--- config.mk ---
export PLATFORM = sky130hd
export DESIGN_NAME = fill_header_fifo
export DESIGN_NICKNAME = d
export VERILOG_FILES = /design/src/rtl/fill_pkg.sv /design/src/rtl/fill_seq_checker.sv /design/src/rtl/fill_header_fifo.sv
export SDC_FILE = /design/constraint.sdc
export NUM_CORES = 1
export LEC_CHECK = 0
export CORE_UTILIZATION = 40
export DETAILED_ROUTE_END_ITERATION = 8
export GPL_TIMING_DRIVEN = 0
export PLACE_DENSITY_LB_ADDON = 0.3
export SKIP_CTS_REPAIR_TIMING = 1
export SLEW_MARGIN = 20
export SYNTH_ARGS = -nofsm -noshare
export SYNTH_HDL_FRONTEND = slang
export SYNTH_SLANG_ARGS = --single-unit
--- constraint.sdc ---
create_clock -name clk -period 6.95 [get_ports clk]
set_clock_uncertainty 0.1 [all_clocks]
set_input_delay 0.695 -clock clk [delete_from_list [all_inputs] [get_ports clk]]
set_output_delay 0.695 -clock clk [all_outputs]
set_load 0.05 [all_outputs]
--- src/rtl/fill_pkg.sv ---
// Shared fill-header definitions for the trigger readout path.
// The header struct is the default-width view also used by the packet builder.
package fill_pkg;

    localparam int FILL_NUM_W = 24;
    localparam int TS_W_DEF   = 32;
    localparam int DEPTH_DEF  = 8;

    typedef struct packed {
        logic [FILL_NUM_W-1:0] fill_num;
        logic [TS_W_DEF-1:0]   timestamp;
    } fill_hdr_t;

endpackage

--- src/rtl/fill_seq_checker.sv ---
// Sticky fill-number continuity check on accepted entries; error visible the cycle after the bad accept.
// Never stalls anything; a clear coinciding with a new mismatch leaves the flag set.
module fill_seq_checker
    import fill_pkg::*;
(
    input  logic                  clk,
    input  logic                  reset,
    input  logic                  accept,
    input  logic [FILL_NUM_W-1:0] fill_num,
    input  logic                  clr,
    output logic                  seq_err
);

    logic [FILL_NUM_W-1:0] last_num;
    logic                  first_seen;
    logic                  mismatch;

    // The first fill after reset only seeds the reference value.
    assign mismatch = accept && first_seen && (fill_num != last_num + FILL_NUM_W'(1));

    always_ff @(posedge clk or posedge reset) begin
        if (reset) begin
            last_num   <= '0;
            first_seen <= 1'b0;
            seq_err    <= 1'b0;
        end else begin
            if (accept) begin
                last_num   <= fill_num;
                first_seen <= 1'b1;
            end
            if (mismatch) begin
                seq_err <= 1'b1;
            end else if (clr) begin
                seq_err <= 1'b0;
            end
        end
    end

endmodule

--- src/rtl/fill_header_fifo.sv ---
// Buffers fill numbers with an acceptance timestamp and presents them show-ahead, in order.
// Latency: an accept at edge N is visible at the output the cycle after N; no bypass.
// Backpressure: fill_ready is registered !full; optional FILL_SEQ_CHECK_EN adds the sequence checker.
module fill_header_fifo
    import fill_pkg::*;
#(
    parameter int DEPTH = DEPTH_DEF,
    parameter int TS_W  = TS_W_DEF
) (
    input  logic                       clk,
    input  logic                       reset,
    input  logic                       fill_valid,
    input  logic [FILL_NUM_W-1:0]      fill_num,
    output logic                       fill_ready,
    output logic                       hdr_valid,
    output logic [FILL_NUM_W-1:0]      hdr_fill_num,
    output logic [TS_W-1:0]            hdr_timestamp,
    input  logic                       hdr_ready,
    output logic [$clog2(DEPTH):0]     count,
    output logic                       full,
    output logic                       empty,
    output logic                       seq_err,
    input  logic                       clr_seq_err
);

    localparam int AW = $clog2(DEPTH);
    localparam int CW = AW + 1;

    logic [AW-1:0]         wr_ptr;
    logic [AW-1:0]         rd_ptr;
    logic [CW-1:0]         count_q;
    logic [CW-1:0]         count_nxt;
    logic [TS_W-1:0]       ts_cnt;
    logic                  rdy_q;
    logic                  wr_en;
    logic                  rd_en;

    logic [FILL_NUM_W-1:0] mem_fill [DEPTH];
    logic [TS_W-1:0]       mem_ts   [DEPTH];

    assign wr_en = fill_valid && rdy_q;
    assign rd_en = hdr_ready && (count_q != '0);

    always_comb begin
        count_nxt = count_q;
        case ({wr_en, rd_en})
            2'b10:   count_nxt = count_q + CW'(1);
            2'b01:   count_nxt = count_q - CW'(1);
            default: count_nxt = count_q;
        endcase
    end

    // Ready comes from the next occupancy so a pop from full never passes a write through in the same cycle.
    always_ff @(posedge clk or posedge reset) begin
        if (reset) begin
            wr_ptr  <= '0;
            rd_ptr  <= '0;
            count_q <= '0;
            ts_cnt  <= '0;
            rdy_q   <= 1'b0;
        end else begin
            ts_cnt  <= ts_cnt + TS_W'(1);
            count_q <= count_nxt;
            rdy_q   <= (count_nxt != CW'(DEPTH));
            if (wr_en) begin
                wr_ptr <= wr_ptr + AW'(1);
            end
            if (rd_en) begin
                rd_ptr <= rd_ptr + AW'(1);
            end
        end
    end

    always_ff @(posedge clk) begin
        if (wr_en) begin
            mem_fill[wr_ptr] <= fill_num;
            mem_ts[wr_ptr]   <= ts_cnt;
        end
    end

    assign fill_ready    = rdy_q;
    assign count         = count_q;
    assign full          = (count_q == CW'(DEPTH));
    assign empty         = (count_q == '0);
    assign hdr_valid     = !empty;
    assign hdr_fill_num  = mem_fill[rd_ptr];
    assign hdr_timestamp = mem_ts[rd_ptr];

`ifdef FILL_SEQ_CHECK_EN
    fill_seq_checker u_seq_chk (
        .clk      (clk),
        .reset    (reset),
        .accept   (wr_en),
        .fill_num (fill_num),
        .clr      (clr_seq_err),
        .seq_err  (seq_err)
    );
`else
    logic unused_clr_seq_err;
    assign unused_clr_seq_err = clr_seq_err;
    assign seq_err            = 1'b0;
`endif

endmodule

==> impl_metrics.py, run 1 <==
metrics = {
    "cts": {
        "clock_latency_ns": 0.56,
        "cts_tree": "yes",
        "clk_pin_slew_ns": 0.06,
        "numClockSinks": 491,
        "clk_path_buf_depth": 3,
        "cts-buffers-inserted": 47,
        "cts_root_buffer": "clkbuf_16",
        "htreeDepth": 2,
    },
    "floorplan": {
        "io_pins": 94,
        "core.rowCount": 79,
        "die_area_sq_um": 48200,
        "core_sq_um": 46600,
        "chipWidth_um": 219,
        "start_util_pct": 40.6,
        "die_h_um": 219,
    },
    "final_layout": {
        "n_antenna_cell": 0,
        "synthToLayoutAreaGrowth_pct": 21.0,
        "final_design_area_no_fill_sq_um": 22900,
        "fin_nets": 1069,
        "layout-drive-gt1-share_pct": 31.7,
        "layout.cells.non_filler": 1678,
    },
    "min_path": {
        "hp-class": "primary input to asynchronous set/reset pin",
    },
    "power": {
        "power_leakage_nw": 7.54,
        "total_power_mw": 10.6,
        "ir_worst_vdd_mv": 0.311,
        "powerDensity_nw_per_um2": 461,
    },
    "critical_path": {
        "rr_startpoint": "count[0]$_DFF_PP0_",
        "cp-start-kind": "register",
        "reg2reg_to": "fill_ready$_DFF_PP0_",
        "path_class": "register to output port",
        "reg2reg_slack_ns": 3.95,
        "path_max_fanout": 10,
        "crit_path_end": "hdr_fill_num[23]",
        "reg2regPathDepth": 9,
        "startpoint": "rd_ptr[1]$_DFFE_PP0P_",
        "worst_setup_path_end_kind": "output port",
        "crit_required_ns": 6.15,
        "worstPathArrival_ns": 3.50,
    },
    "route": {
        "drc": 0,
        "ant_nets": 0,
        "viasPerCell": 5.26,
        "wl_mm": 38.6,
        "drtPass1Iterations": 4,
        "vias": 8831,
        "drt_iter0_drc": 681,
        "wl_per_cell_um": 23.0,
    },
    "global_route": {
        "grt_first_pass_wirelength_mm": 58.7,
        "grt_overflow": 0,
        "grt_usage_pct": 16.6,
        "grt_pass1_vias": 9303,
        "grt_max_degree": 23,
        "antenna_found_initial": 1,
    },
    "status": {
        "status": "complete, no violations",
    },
    "place": {
        "dpl.hpwl_mm": 25.6,
        "port_buffers": 91,
        "place_congestion": 0.729,
        "dpl-instance-area_sq_um": 21300,
        "placed_cells": 1591,
    },
    "logic_synthesis": {
        "synth_top_area_share_pct": 71.1,
        "synth-main-ff-cell": "edfxtp_1",
        "synth_top_area_cell": "edfxtp_1",
        "synth-seq-cells": 491,
        "synth.cell_area_sq_um": 18900,
        "syn-num-nets": 871,
        "syn_inst": 835,
        "synth_edf_count": 448,
        "seq_area_frac_synth_pct": 76.8,
        "synthTopCellsByCount": "edfxtp_1, mux4_2, mux2_2, dfrtp_1, xnor2_1",
        "synth_async_sr_flop_share_pct": 8.76,
        "yosys_warnings": 0,
        "synth.distinct_cells": 38,
        "yosysMostFrequentCell": "edfxtp_1",
        "ys_top_cells_by_area": "edfxtp_1, mux4_2, dfrtp_1, mux2_2, xnor2_1",
        "synth.avg_cell_area_sq_um": 22.7,
    },
    "timing": {
        "hold_viol": 0,
        "relSlewSlack_pct": 39.0,
        "setup_viol": 0,
        "rsz0062_at_grt": "no",
        "fin_crit_sh_pct": 61.8,
        "worst_slew_pin_slew_ns": 0.915,
        "fmax_mhz": 233,
        "min_period_ns": 4.30,
        "maxSlewViolCount": 0,
        "fin_setup_tns_ns": 0,
        "hold_ws_ns": 0.412,
    },
    "job": {
        "maxCapViolCount": 0,
    },
}
metal layers:
layer / GRT usage [%] / vias up / wire [um]
li1: - / 3859 / -
met1: 23.1 / 4723 / 17100
met2: 27.2 / 206 / 19100
met3: 2.88 / 41 / 1860
met4: 3.70 / 2 / 524
met5: 0 / - / 13
registers in the layout (all words and copies together), names as in the netlist:
signal	count
mem_ts	256
mem_fill	192
wr_ptr	3
ts_cnt	32
count	4
fill_ready	1
rd_ptr	3
stage by stage:
step / util, % / setup WS, ns
2_1_floorplan: - / 1.26
3_3_place_gp: 44.3 / -3.61
3_5_place_dp: 45.7 / 3.21
4_1_cts: 49.2 / 2.61
5_1_grt: 49.2 / 2.56
6_report: 49.2 / 2.65
how the worst min path moves through the flow:
stage	cells past startpoint	end	from	slack, ns
global route	2	ts_cnt[4]$_DFF_PP0_	reset	0.45
CTS	2	ts_cnt[4]$_DFF_PP0_	reset	0.41
global placement	1	count[3]$_DFF_PP0_	count[3]$_DFF_PP0_	0.46
finish	2	wr_ptr[2]$_DFFE_PP0P_	reset	0.41
detailed placement	1	count[3]$_DFF_PP0_	count[3]$_DFF_PP0_	0.47
floorplan	1	ts_cnt[0]$_DFF_PP0_	ts_cnt[0]$_DFF_PP0_	0.44
worst max-delay path: stages (launching register included):
cell and delay (ns):
dfrtp_1 0.35, clkbuf_1 0.25, clkbuf_1 0.49, buf_2 0.44
mux4_2 0.35, mux2_2 0.27, clkdlybuf4s50_1 0.78
kinds of logic (layout without fill, tap and decap cells):
kind of cell | Yosys count | after routing | synth area share [%]
adder cells (fa/ha/maj) | 7 | 7 | 0.503
AO/OA/AOI/OAI | 4 | 4 | 0.132
AND/OR/NAND/NOR | 75 | 75 | 2.49
other | 1 | 1 | 0.0198
flip-flops | 491 | 491 | 76.8
XOR/XNOR | 37 | 37 | 1.71
buffers and inverters | 48 | 284 | 1.42
multiplexers | 172 | 172 | 16.9
layout make-up:
type                            count  area [sq um]
Fill cell                        3735         23700
Sequential cell                   491         14500
Multi-Input combinational cell    296          4190
Timing Repair Buffer              149          1540
Clock buffer                       62          1310
Tap cell                          607           759
Clock inverter                     25           303
Buffer                             38           231
Inverter                           10          37.5
power breakdown:
group / internal, mW / switching, mW / leakage, nW
Combinational: 1.67 / 2.42 / 2.19
Clock: 1.58 / 1.06 / 0.786
Sequential: 3.70 / 0.129 / 4.56
placed cells by master (no fill, tap or decap), drive strengths merged, types with 2 or more instances in the layout:
cell	synthesis	layout
clkdlybuf4s50	0	91
and4	7	7
nor4	10	10
and3	2	2
mux2i	2	2
a21o	2	2
ha	6	6
mux4	112	112
dfrtp	43	43
nor3	8	8
buf	25	83
clkinv	0	15
nand3	12	12
nor3b	3	3
clkbuf	13	75
inv	10	10
bufinv	0	7
nand2b	2	2
xnor2	21	21
and2	3	3
mux2	58	58
nand2	12	12
edfxtp	448	448
xor2	16	16
nor2	4	4
nor4b	3	3
clkinvlp	0	3
nand4	7	7
No activity file was read; power rests on OpenSTA's default activity.
==> inputs of run 2 (changes only) <==
==> constraint.sdc (replaced) <==
create_clock -name clk -period 4.01 [get_ports clk]
set_clock_uncertainty 0.1 [all_clocks]
set_input_delay 0.401 -clock clk [delete_from_list [all_inputs] [get_ports clk]]
set_output_delay 0.401 -clock clk [all_outputs]
set_load 0.05 [all_outputs]
==> run 2 against run 1 <==
Net effect: first-iteration DRC count shrank 4.0%; wire length shrank 2.1%; largest power group unchanged; critical path depth is the same; global-route usage shrank 0.28 points; count of clock-buffer cells in the layout grew 7; highest routed layer is now met4; combinational power grew 72%; sequential power grew 73%; non-clock buffer count shrank 11; worst setup slack lost 2.4 ns; cell area grew 0.48%; clock power grew 81%; hold slack lost 0.38 ns.
==> impl_metrics.py, run 2 (synthesized netlist as in run 1, its figures left out) <==
metrics = {
    "cts": {
        "clk_path_buf_depth": 3,
        "numClockSinks": 491,
        "clock_latency_ns": 0.59,
        "clk_pin_slew_ns": 0.06,
        "cts_tree": "yes",
        "cts_root_buffer": "clkbuf_16",
        "cts-buffers-inserted": 50,
        "htreeDepth": 2,
    },
    "final_layout": {
        "largestRegisters": "mem_ts x256, mem_fill x192, ts_cnt x32",
        "synthToLayoutAreaGrowth_pct": 21.6,
        "n_antenna_cell": 0,
        "mostFrequentLayoutCells": "edfxtp_1, mux4_2, clkdlybuf4s50_1",
        "final_common_cell": "edfxtp_1",
        "regMostFlops": "mem_ts",
        "largest_reg_flops": 256,
        "final_design_area_no_fill_sq_um": 23000,
        "fillers": 3741,
        "fin_nets": 1061,
        "layout-drive-gt1-share_pct": 30.9,
    },
    "critical_path": {
        "path_class": "register to output port",
        "crit_required_ns": 3.51,
        "worst_setup_path_end_kind": "output port",
        "worstPathArrival_ns": 3.28,
        "worst_path_largest_cell_delay_ns": 0.71,
        "cp_top_family": "buffers and inverters",
        "path_depth": 6,
        "path_max_fanout": 10,
        "slowest_stage": "clkdlybuf4s50_1",
        "reg2reg_slack_ns": 1.05,
        "path_cells": "clkbuf_1, clkbuf_2, buf_2, mux4_2, mux2_2, clkdlybuf4s50_1",
        "reg2regPathDepth": 9,
        "cp-start-kind": "register",
        "cp.buffers_inverters": 4,
    },
    "place": {
        "dpl.hpwl_mm": 25.3,
        "place_congestion": 0.706,
        "dpl-instance-area_sq_um": 21300,
        "port_buffers": 91,
    },
    "route": {
        "wl_mm": 37.8,
        "vias": 8809,
        "drt_iter0_drc": 654,
        "wl_per_cell_um": 22.6,
        "drc": 0,
        "drtPass1Iterations": 5,
        "viasPerCell": 5.27,
        "ant_nets": 0,
    },
    "floorplan": {
        "core.rowCount": 79,
        "chipWidth_um": 219,
        "start_util_pct": 40.6,
        "die_area_sq_um": 48200,
        "die_h_um": 219,
        "io_pins": 94,
        "core_sq_um": 46600,
    },
    "global_route": {
        "grt_overflow": 0,
        "grt_first_pass_wirelength_mm": 57.6,
        "grt_pass1_vias": 9447,
        "antenna_found_initial": 0,
        "grt_max_degree": 28,
        "grt_usage_pct": 16.3,
    },
    "power": {
        "powerDensity_nw_per_um2": 803,
        "total_power_mw": 18.5,
        "power_leakage_nw": 7.55,
        "ir_worst_vdd_mv": 0.612,
    },
    "timing": {
        "maxSlewViolCount": 0,
        "hold_viol": 0,
        "relSlewSlack_pct": 43.4,
        "setup_viol": 0,
        "fin_crit_sh_pct": 94.2,
        "rsz0062_at_grt": "no",
        "worst_slew_pin_slew_ns": 0.850,
        "fmax_mhz": 265,
        "fin_setup_tns_ns": 0,
        "min_period_ns": 3.78,
    },
    "min_path": {
        "hp-class": "primary input to asynchronous set/reset pin",
    },
    "job": {
        "maxCapViolCount": 0,
    },
    "status": {
        "status": "complete, no violations",
    },
}
run 2: changes by cell type in the layout (fill, tap and decap cells not counted), moves of 7 or more:
cell      change
buf_4        -15
buf_6        -10
buf_8        +14
clkinv_2      -7
run 2: per-stage QoR:
| step | instances | setup slack (ns) | util, % | hold slack (ns) |
|---|---|---|---|---|
| after floorplan | 835 | -0.729 | - | 0.400 |
| after global placement | 1533 | -4.20 | 44.3 | 0.447 |
| after detailed placement | 1580 | 0.509 | 45.7 | 0.475 |
| after CTS | 1672 | -0.147 | 49.4 | 0.0141 |
| after global routing | 1672 | 0.0604 | 49.4 | 0.0661 |
| final | 1672 | 0.232 | 49.4 | 0.0330 |
run 2: layout make-up:
type	instances	area [sq um]	area share, %
Buffer	38	233	1.01
Sequential cell	491	14500	63.2
Clock buffer	69	1390	6.06
Timing Repair Buffer	138	1520	6.61
Clock inverter	23	313	1.36
Multi-Input combinational cell	296	4220	18.3
Inverter	10	37.5	0.163
Tap cell	607	759	3.30
run 2: report_power, final:
group / internal, mW / switching [mW]
clock: 2.89 / 1.89
combinational: 2.90 / 4.15
sequential: 6.41 / 0.230
run 2: final timing paths:
kind	startpoint	to
worst min-delay path	reset	ts_cnt[2]$_DFF_PP0_
worst min register to register	count[3]$_DFF_PP0_	count[3]$_DFF_PP0_
worst max-delay path	rd_ptr[1]$_DFFE_PP0P_	hdr_timestamp[20]
min in group clk	fill_valid	wr_ptr[2]$_DFFE_PP0P_
max in group asynchronous	reset	ts_cnt[23]$_DFF_PP0_
worst max register to register	count[0]$_DFF_PP0_	fill_ready$_DFF_PP0_
run 2: metal layers:
metal / wire length (um) / global-route usage [%] / part of all wire [%]
met1: 16500 / 22.0 / 44
met2: 18800 / 27.1 / 50
met5: 0 / 0 / 0
met3: 1750 / 3.11 / 4.6
met4: 761 / 4.35 / 2.0
